[config.mk]
export PLATFORM = sky130hd
export DESIGN_NAME = x_line_buffer
export DESIGN_NICKNAME = d
export VERILOG_FILES = /design/src/rtl/x_line_buffer_pkg.sv /design/src/rtl/xbuf_tap_mux.sv /design/src/rtl/x_line_buffer.sv
export SDC_FILE = /design/constraint.sdc
export NUM_CORES = 2
export LEC_CHECK = 0
export CAP_MARGIN = 15
export CORE_ASPECT_RATIO = 0.7
export CORE_UTILIZATION = 55
export CTS_BUF_LIST = sky130_fd_sc_hd__clkbuf_8
export CTS_CLUSTER_DIAMETER = 80
export DETAILED_ROUTE_END_ITERATION = 7
export PLACE_DENSITY = 0.72
export SYNTH_ARGS = -nofsm -noshare
export SYNTH_HDL_FRONTEND = slang
export SYNTH_HIERARCHICAL = 1
export SYNTH_SLANG_ARGS = --single-unit
[constraint.sdc]
create_clock -name clk -period 7.7 [get_ports clk]
set_clock_uncertainty 0.2 [all_clocks]
set_input_delay 1.54 -clock clk [delete_from_list [all_inputs] [get_ports clk]]
set_output_delay 1.54 -clock clk [all_outputs]
set_load 0.01 [all_outputs]
[src/rtl/x_line_buffer_pkg.sv]
// Shared helpers for the X line buffer: derived sizes and modulo slot-pointer arithmetic.
// Slot pointers live in 0..K, so every increment wraps explicitly at K+1.
package x_line_buffer_pkg;

   function automatic int pad_of(input int k);
      return (k - 1) / 2;
   endfunction

   function automatic int words_of(input int row_pix, input int pix_per_load);
      return row_pix / pix_per_load;
   endfunction

   function automatic int slot_w_of(input int k);
      return (k + 1 > 1) ? $clog2(k + 1) : 1;
   endfunction

   function automatic int min_w(input int n);
      return (n > 1) ? $clog2(n) : 1;
   endfunction

   // a and b are both already below m, so one conditional subtract suffices.
   function automatic int unsigned slot_add(input int unsigned a, input int unsigned b,
                                            input int unsigned m);
      int unsigned s;
      s = a + b;
      return (s >= m) ? s - m : s;
   endfunction

   function automatic int unsigned slot_inc(input int unsigned a, input int unsigned m);
      return slot_add(a, 1, m);
   endfunction

endpackage

[src/rtl/xbuf_tap_mux.sv]
// Picks K consecutive pixels centred on col from one row, with zeros past either row edge.
module xbuf_tap_mux
   import x_line_buffer_pkg::*;
#(
   parameter int PIX_W   = 8,
   parameter int ROW_PIX = 28,
   parameter int K       = 3,
   parameter int COL_W   = 5
) (
   input  logic [ROW_PIX*PIX_W-1:0] row,
   input  logic [COL_W-1:0]         col,
   output logic [K*PIX_W-1:0]       taps
);

   localparam int PAD = pad_of(K);

   int idx;

   always_comb begin
      taps = '0;
      idx  = 0;
      for (int c = 0; c < K; c++) begin
         idx = int'(col) - PAD + c;
         if (idx >= 0 && idx < ROW_PIX)
            taps[c*PIX_W +: PIX_W] = row[idx*PIX_W +: PIX_W];
      end
   end

endmodule

[src/rtl/x_line_buffer.sv]
// K+1 row slots in a ring: K rows feed a KxK sliding window while the spare slot loads.
// Window stepping and row loading proceed independently; row_advance retires the oldest row.
module x_line_buffer
   import x_line_buffer_pkg::*;
#(
   parameter int PIX_W        = 8,
   parameter int PIX_PER_LOAD = 4,
   parameter int LOAD_W       = 32,
   parameter int ROW_PIX      = 28,
   parameter int K            = 3
) (
   input  logic                 clk,
   input  logic                 rst,
   input  logic                 flush,
   input  logic                 load_valid,
   output logic                 load_ready,
   input  logic [LOAD_W-1:0]    load_data,
   output logic                 load_done,
   input  logic                 shift_en,
   input  logic                 row_advance,
   output logic                 win_valid,
   output logic [K*K*PIX_W-1:0] win_out,
   output logic                 row_end,
   output logic                 adv_err
);

   localparam int WPR    = words_of(ROW_PIX, PIX_PER_LOAD);
   localparam int SLOT_W = slot_w_of(K);
   localparam int FILL_W = slot_w_of(K);
   localparam int COL_W  = min_w(ROW_PIX);
   localparam int WC_W   = min_w(WPR);
   localparam int ROW_W  = ROW_PIX * PIX_W;
   localparam int TAPS_W = K * PIX_W;

   logic [ROW_W-1:0]  row_mem [K+1];
   logic [SLOT_W-1:0] base;
   logic [FILL_W-1:0] fill_cnt;
   logic [WC_W-1:0]   word_cnt;
   logic [COL_W-1:0]  col;
   logic              load_done_q;
   logic              win_valid_q;
   logic              adv_err_q;

   logic              priming;
   logic [SLOT_W-1:0] ld_slot;
   logic              load_fire;
   logic              last_word;
   logic              at_last_col;
   logic              adv_legal;
   logic              shift_ok;

   assign priming     = fill_cnt < FILL_W'(K);
   assign ld_slot     = SLOT_W'(slot_add(32'(base), priming ? 32'(fill_cnt) : 32'(K), K + 1));
   assign load_ready  = !load_done_q;
   assign load_fire   = load_valid && load_ready && !flush;
   assign last_word   = word_cnt == WC_W'(WPR - 1);
   assign at_last_col = col == COL_W'(ROW_PIX - 1);
   assign row_end     = win_valid_q && at_last_col;
   assign adv_legal   = row_advance && row_end && load_done_q;
   assign shift_ok    = shift_en && win_valid_q && !at_last_col && !adv_legal;

   assign load_done   = load_done_q;
   assign win_valid   = win_valid_q;
   assign adv_err     = adv_err_q;

   // Row contents survive flush; only reset clears them.
   always_ff @(posedge clk or negedge rst) begin
      if (!rst) begin
         for (int s = 0; s <= K; s++)
            row_mem[s] <= '0;
      end else if (load_fire) begin
         row_mem[ld_slot][word_cnt*LOAD_W +: LOAD_W] <= load_data;
      end
   end

   always_ff @(posedge clk or negedge rst) begin
      if (!rst) begin
         base        <= '0;
         fill_cnt    <= '0;
         word_cnt    <= '0;
         col         <= '0;
         load_done_q <= 1'b0;
         win_valid_q <= 1'b0;
         adv_err_q   <= 1'b0;
      end else if (flush) begin
         base        <= '0;
         fill_cnt    <= '0;
         word_cnt    <= '0;
         col         <= '0;
         load_done_q <= 1'b0;
         win_valid_q <= 1'b0;
         adv_err_q   <= 1'b0;
      end else begin
         if (load_fire) begin
            if (last_word) begin
               word_cnt <= '0;
               if (priming) begin
                  fill_cnt <= fill_cnt + 1'b1;
                  if (fill_cnt == FILL_W'(K - 1))
                     win_valid_q <= 1'b1;
               end else begin
                  load_done_q <= 1'b1;
               end
            end else begin
               word_cnt <= word_cnt + 1'b1;
            end
         end
         // A legal advance never overlaps a load: load_ready is low whenever load_done is set.
         if (row_advance) begin
            if (adv_legal) begin
               base        <= SLOT_W'(slot_inc(32'(base), K + 1));
               col         <= '0;
               load_done_q <= 1'b0;
               word_cnt    <= '0;
            end else begin
               adv_err_q   <= 1'b1;
            end
         end
         if (shift_ok)
            col <= col + 1'b1;
      end
   end

   logic [TAPS_W-1:0] row_taps [K];

   for (genvar r = 0; r < K; r++) begin : g_row
      logic [SLOT_W-1:0] sel;
      assign sel = SLOT_W'(slot_add(32'(base), r, K + 1));

      xbuf_tap_mux #(
         .PIX_W   (PIX_W),
         .ROW_PIX (ROW_PIX),
         .K       (K),
         .COL_W   (COL_W)
      ) u_tap_mux (
         .row  (row_mem[sel]),
         .col  (col),
         .taps (row_taps[r])
      );
   end

   always_comb begin
      win_out = '0;
      if (win_valid_q) begin
         for (int r = 0; r < K; r++)
            win_out[r*TAPS_W +: TAPS_W] = row_taps[r];
      end
   end

endmodule

==> flow_metrics.tcl <==
set metrics [dict create \
    p_per_area_nw_per_um2 140.8 \
    grt_usage_pct 39.99 \
    die_w_um 426.5 \
    fillerInstances 9303 \
    crit_chain "buf_4 -> mux4_2 -> mux4_2 -> mux4_2 -> mux2i_1 -> nor2_1 -> and2_1 -> clkdlybuf4s50_1" \
    finalSetupViolCount 1 \
    via_count 51297 \
    clk_pin_slew_worst_paths_ps 70 \
    root_buffer "clkbuf_8" \
    drt_iter0_drc 8396 \
    htreeDepth 4 \
    clockBufferDepth 3 \
    yosysWarnings 6 \
    synth_top_area_cell "mux4_2" \
    synth.yosys.seq_area_share_pct 32.86 \
    cp.required_ps 5960 \
    min_period_ps 7727 \
    slew_headroom_pct 6.650 \
    area_delta_synth_final_pct 8.856 \
    fin_area_sq_um 75530 \
    status "finished, violations left" \
    slew_viol_final 0 \
    cts.sinks 911 \
    numCtsBuffers 154 \
    leakage_nw 30.43 \
    synth_edf_count 0 \
    io_pins 115 \
    crit_path_frequent_cell "mux4_2" \
    final_layout_size_suffix_gt1_share_pct 56.08 \
    slowest_delay_ps 1110 \
    peakVddDrop_mv 0.1172 \
    critical_path_arrival_ps 5990 \
    rr_startpoint "base[0]" \
    synth_nets 4675 \
    yosys_register_bits 911 \
    insertion_delay_ps 890 \
    gp_congestion 1.040 \
    critPathSlowestCell "dfrtp_4" \
    rr_worst_depth 7 \
    dpl.hpwl_um 172700 \
    finalPower_mw 10.63 \
    path_class "reg -> out" \
    synth.distinct_cells 78 \
    startpoint "base[0]" \
    grt_pass1_wl_um 359500 \
    dieArea_sq_um 127600 \
    overflow 0 \
    rsz0062_at_grt "no" \
    pre_cts_ws_ps 941.7 \
    grt_pass1_vias 48250 \
    floorplan.initialDensity_pct 55.69 \
    cts_tree "built" \
    worst_setup_path_end_kind "primary output" \
    fmax_ghz 0.1294 \
    placedCellCount 6040 \
    avgSynthCellArea_sq_um 15.02 \
    setup_ws_ps -27.24 \
    ant_nets 0 \
    finalNonFillerCells 6329 \
    path_max_fanout 37 \
    tightest_slew_ps 1397 \
    fin_hold_ws_ps 306.5 \
    synth_top_area_share_pct 37.72 \
    avgViaCountPerCell 8.105 \
    netlist_area_sq_um 69380 \
    drt-total-wl_um 252300 \
    ys_async_sr_fraction_pct 100.0 \
    core_sq_um 124600 \
    cp-start-kind "flip-flop" \
    avgRoutedWirePerCell_um 39.87 \
    num_rows 108 \
    numPortBuffers 114 \
    crit_end "win_out[70]" \
    hold_class "reg -> reg" \
    hold_viol 0 \
    synth-main-ff-cell "dfrtp_1" \
    period_share_pct 100.4 \
    yosys-top-cells-area "mux4_2, dfrtp_1, mux2_2" \
    die_h_um 299.2 \
    postSynthCellCount 4618 \
    rrSetupSlack_ps 2600 \
    maxCapViolations 0 \
    grt_start_max_net_pins 171 \
    dr.pass1.iters 7 \
    violations "negative setup slack" \
    dpl_cell_area_sq_um 72250 \
    antenna_found_initial 39 \
    drc 0 \
    reg2reg_to "row_mem[203]" \
    fin_nets 4608 \
]
[registers in the layout, indices dropped and copies added (netlist names)]
| register | count |
|---|---|
| row_mem | 896 |
| col | 5 |
| word_cnt | 3 |
| base | 2 |
| fill_cnt | 2 |
| adv_err | 1 |
| load_done | 1 |
| win_valid | 1 |
[Yosys cell counts (22+ instances only)]
| cell type | n |
|---|---|
| buf_6 | 24 |
| mux2i_1 | 131 |
| clkbuf_1 | 225 |
| a311oi_1 | 22 |
| a21oi_1 | 51 |
| mux4_2 | 1162 |
| and2_1 | 150 |
| nor3_1 | 28 |
| a211oi_1 | 23 |
| dfrtp_1 | 911 |
| inv_1 | 52 |
| and3_1 | 40 |
| nand2_1 | 147 |
| nand3_1 | 25 |
| buf_2 | 165 |
| buf_1 | 89 |
| o21ai_0 | 38 |
| mux2_2 | 938 |
| nor2_1 | 107 |
[placed cells by master, fill, tap and decap left out, types with 23 or more instances in the layout]
| cell type | count |
|---|---|
| mux4_2 | 1162 |
| mux2_2 | 938 |
| dfrtp_1 | 904 |
| clkbuf_8 | 193 |
| buf_4 | 159 |
| and2_1 | 150 |
| mux2i_1 | 131 |
| nand2_1 | 131 |
| clkdlybuf4s50_1 | 113 |
| nor2_1 | 92 |
| inv_1 | 89 |
| a21oi_1 | 50 |
| and3_1 | 40 |
| o21ai_0 | 38 |
| buf_12 | 26 |
| nor3_1 | 25 |
| nand3_1 | 25 |
| a211oi_1 | 23 |
[layout make-up]
class / count / area, sq um / area share [%]
clock inverters: 71 / 511.7 / 0.6776
flip-flops and latches: 911 / 22810 / 30.21
inverters: 55 / 206.4 / 0.2733
well taps: 1650 / 2064 / 2.733
clock buffers: 193 / 2656 / 3.517
repair buffers: 300 / 2872 / 3.802
diodes: 20 / 50.05 / 0.06626
multi-input cells: 3129 / 44350 / 58.73
[metal layers]
metal | share of wire [%] | wire [um] | track usage [%] | up-vias
met5 | 0.27 | 689 | 2.148 | -
met4 | 6.3 | 15790 | 21.26 | 48
met3 | 19 | 47190 | 21.50 | 816
met2 | 39 | 98750 | 50.11 | 4838
met1 | 36 | 89900 | 55.10 | 26869
li1 | - | - | - | 18726
[critical path: cells and delay by family (launching register included)]
family	cells	cell delay, ps
buf+inv	2	980
mux	4	2360
flops	1	1110
simple gates	2	570
[through the flow]
stage	TNS (ps)	utilization, %
3_3_place_gp	0	57.99
6_report	-27.24	60.62
3_5_place_dp	0	57.99
4_1_cts	0	60.58
2_1_floorplan	0	-
5_1_grt	0	60.59
[what timing repair did]
item / 4_1_cts / 5_1_grt
endpoints found under the setup margin: 1 / 2
setup buffers: 5 / 0
hold buffers: 0 / 0
pin swaps: 1 / 0
resized for setup: 0 / 2
[cell families (layout without fill, tap and decap cells)]
logic type,Yosys count,count (layout),share of synthesized area (%)
simple gates,584,584,4.494
mux,2253,2253,55.49
xor+xnor,34,34,0.6113
buf+inv,578,619,3.792
compound gates,239,239,2.411
fa+ha+maj,19,19,0.3426
other cells,0,20,0
flops,911,911,32.86
[where the power goes]
part	switching [mW]	leakage, nW	total, mW	internal [mW]
Sequential	0.109	12.6	5.00	4.89
Combinational	0.576	16.1	0.990	0.414
Clock	2.16	1.77	4.64	2.48
[worst min-delay path by stage]
stage	startpoint	end	slack, ps	cells past startpoint
2_1_floorplan	row_mem[580]	row_mem[580]	290	1
3_3_place_gp	adv_err	adv_err	280	2
3_5_place_dp	adv_err	adv_err	290	2
4_1_cts	adv_err	adv_err	300	2
5_1_grt	adv_err	adv_err	320	2
6_report	adv_err	adv_err	310	2
(Power assumes the default switching activity.)
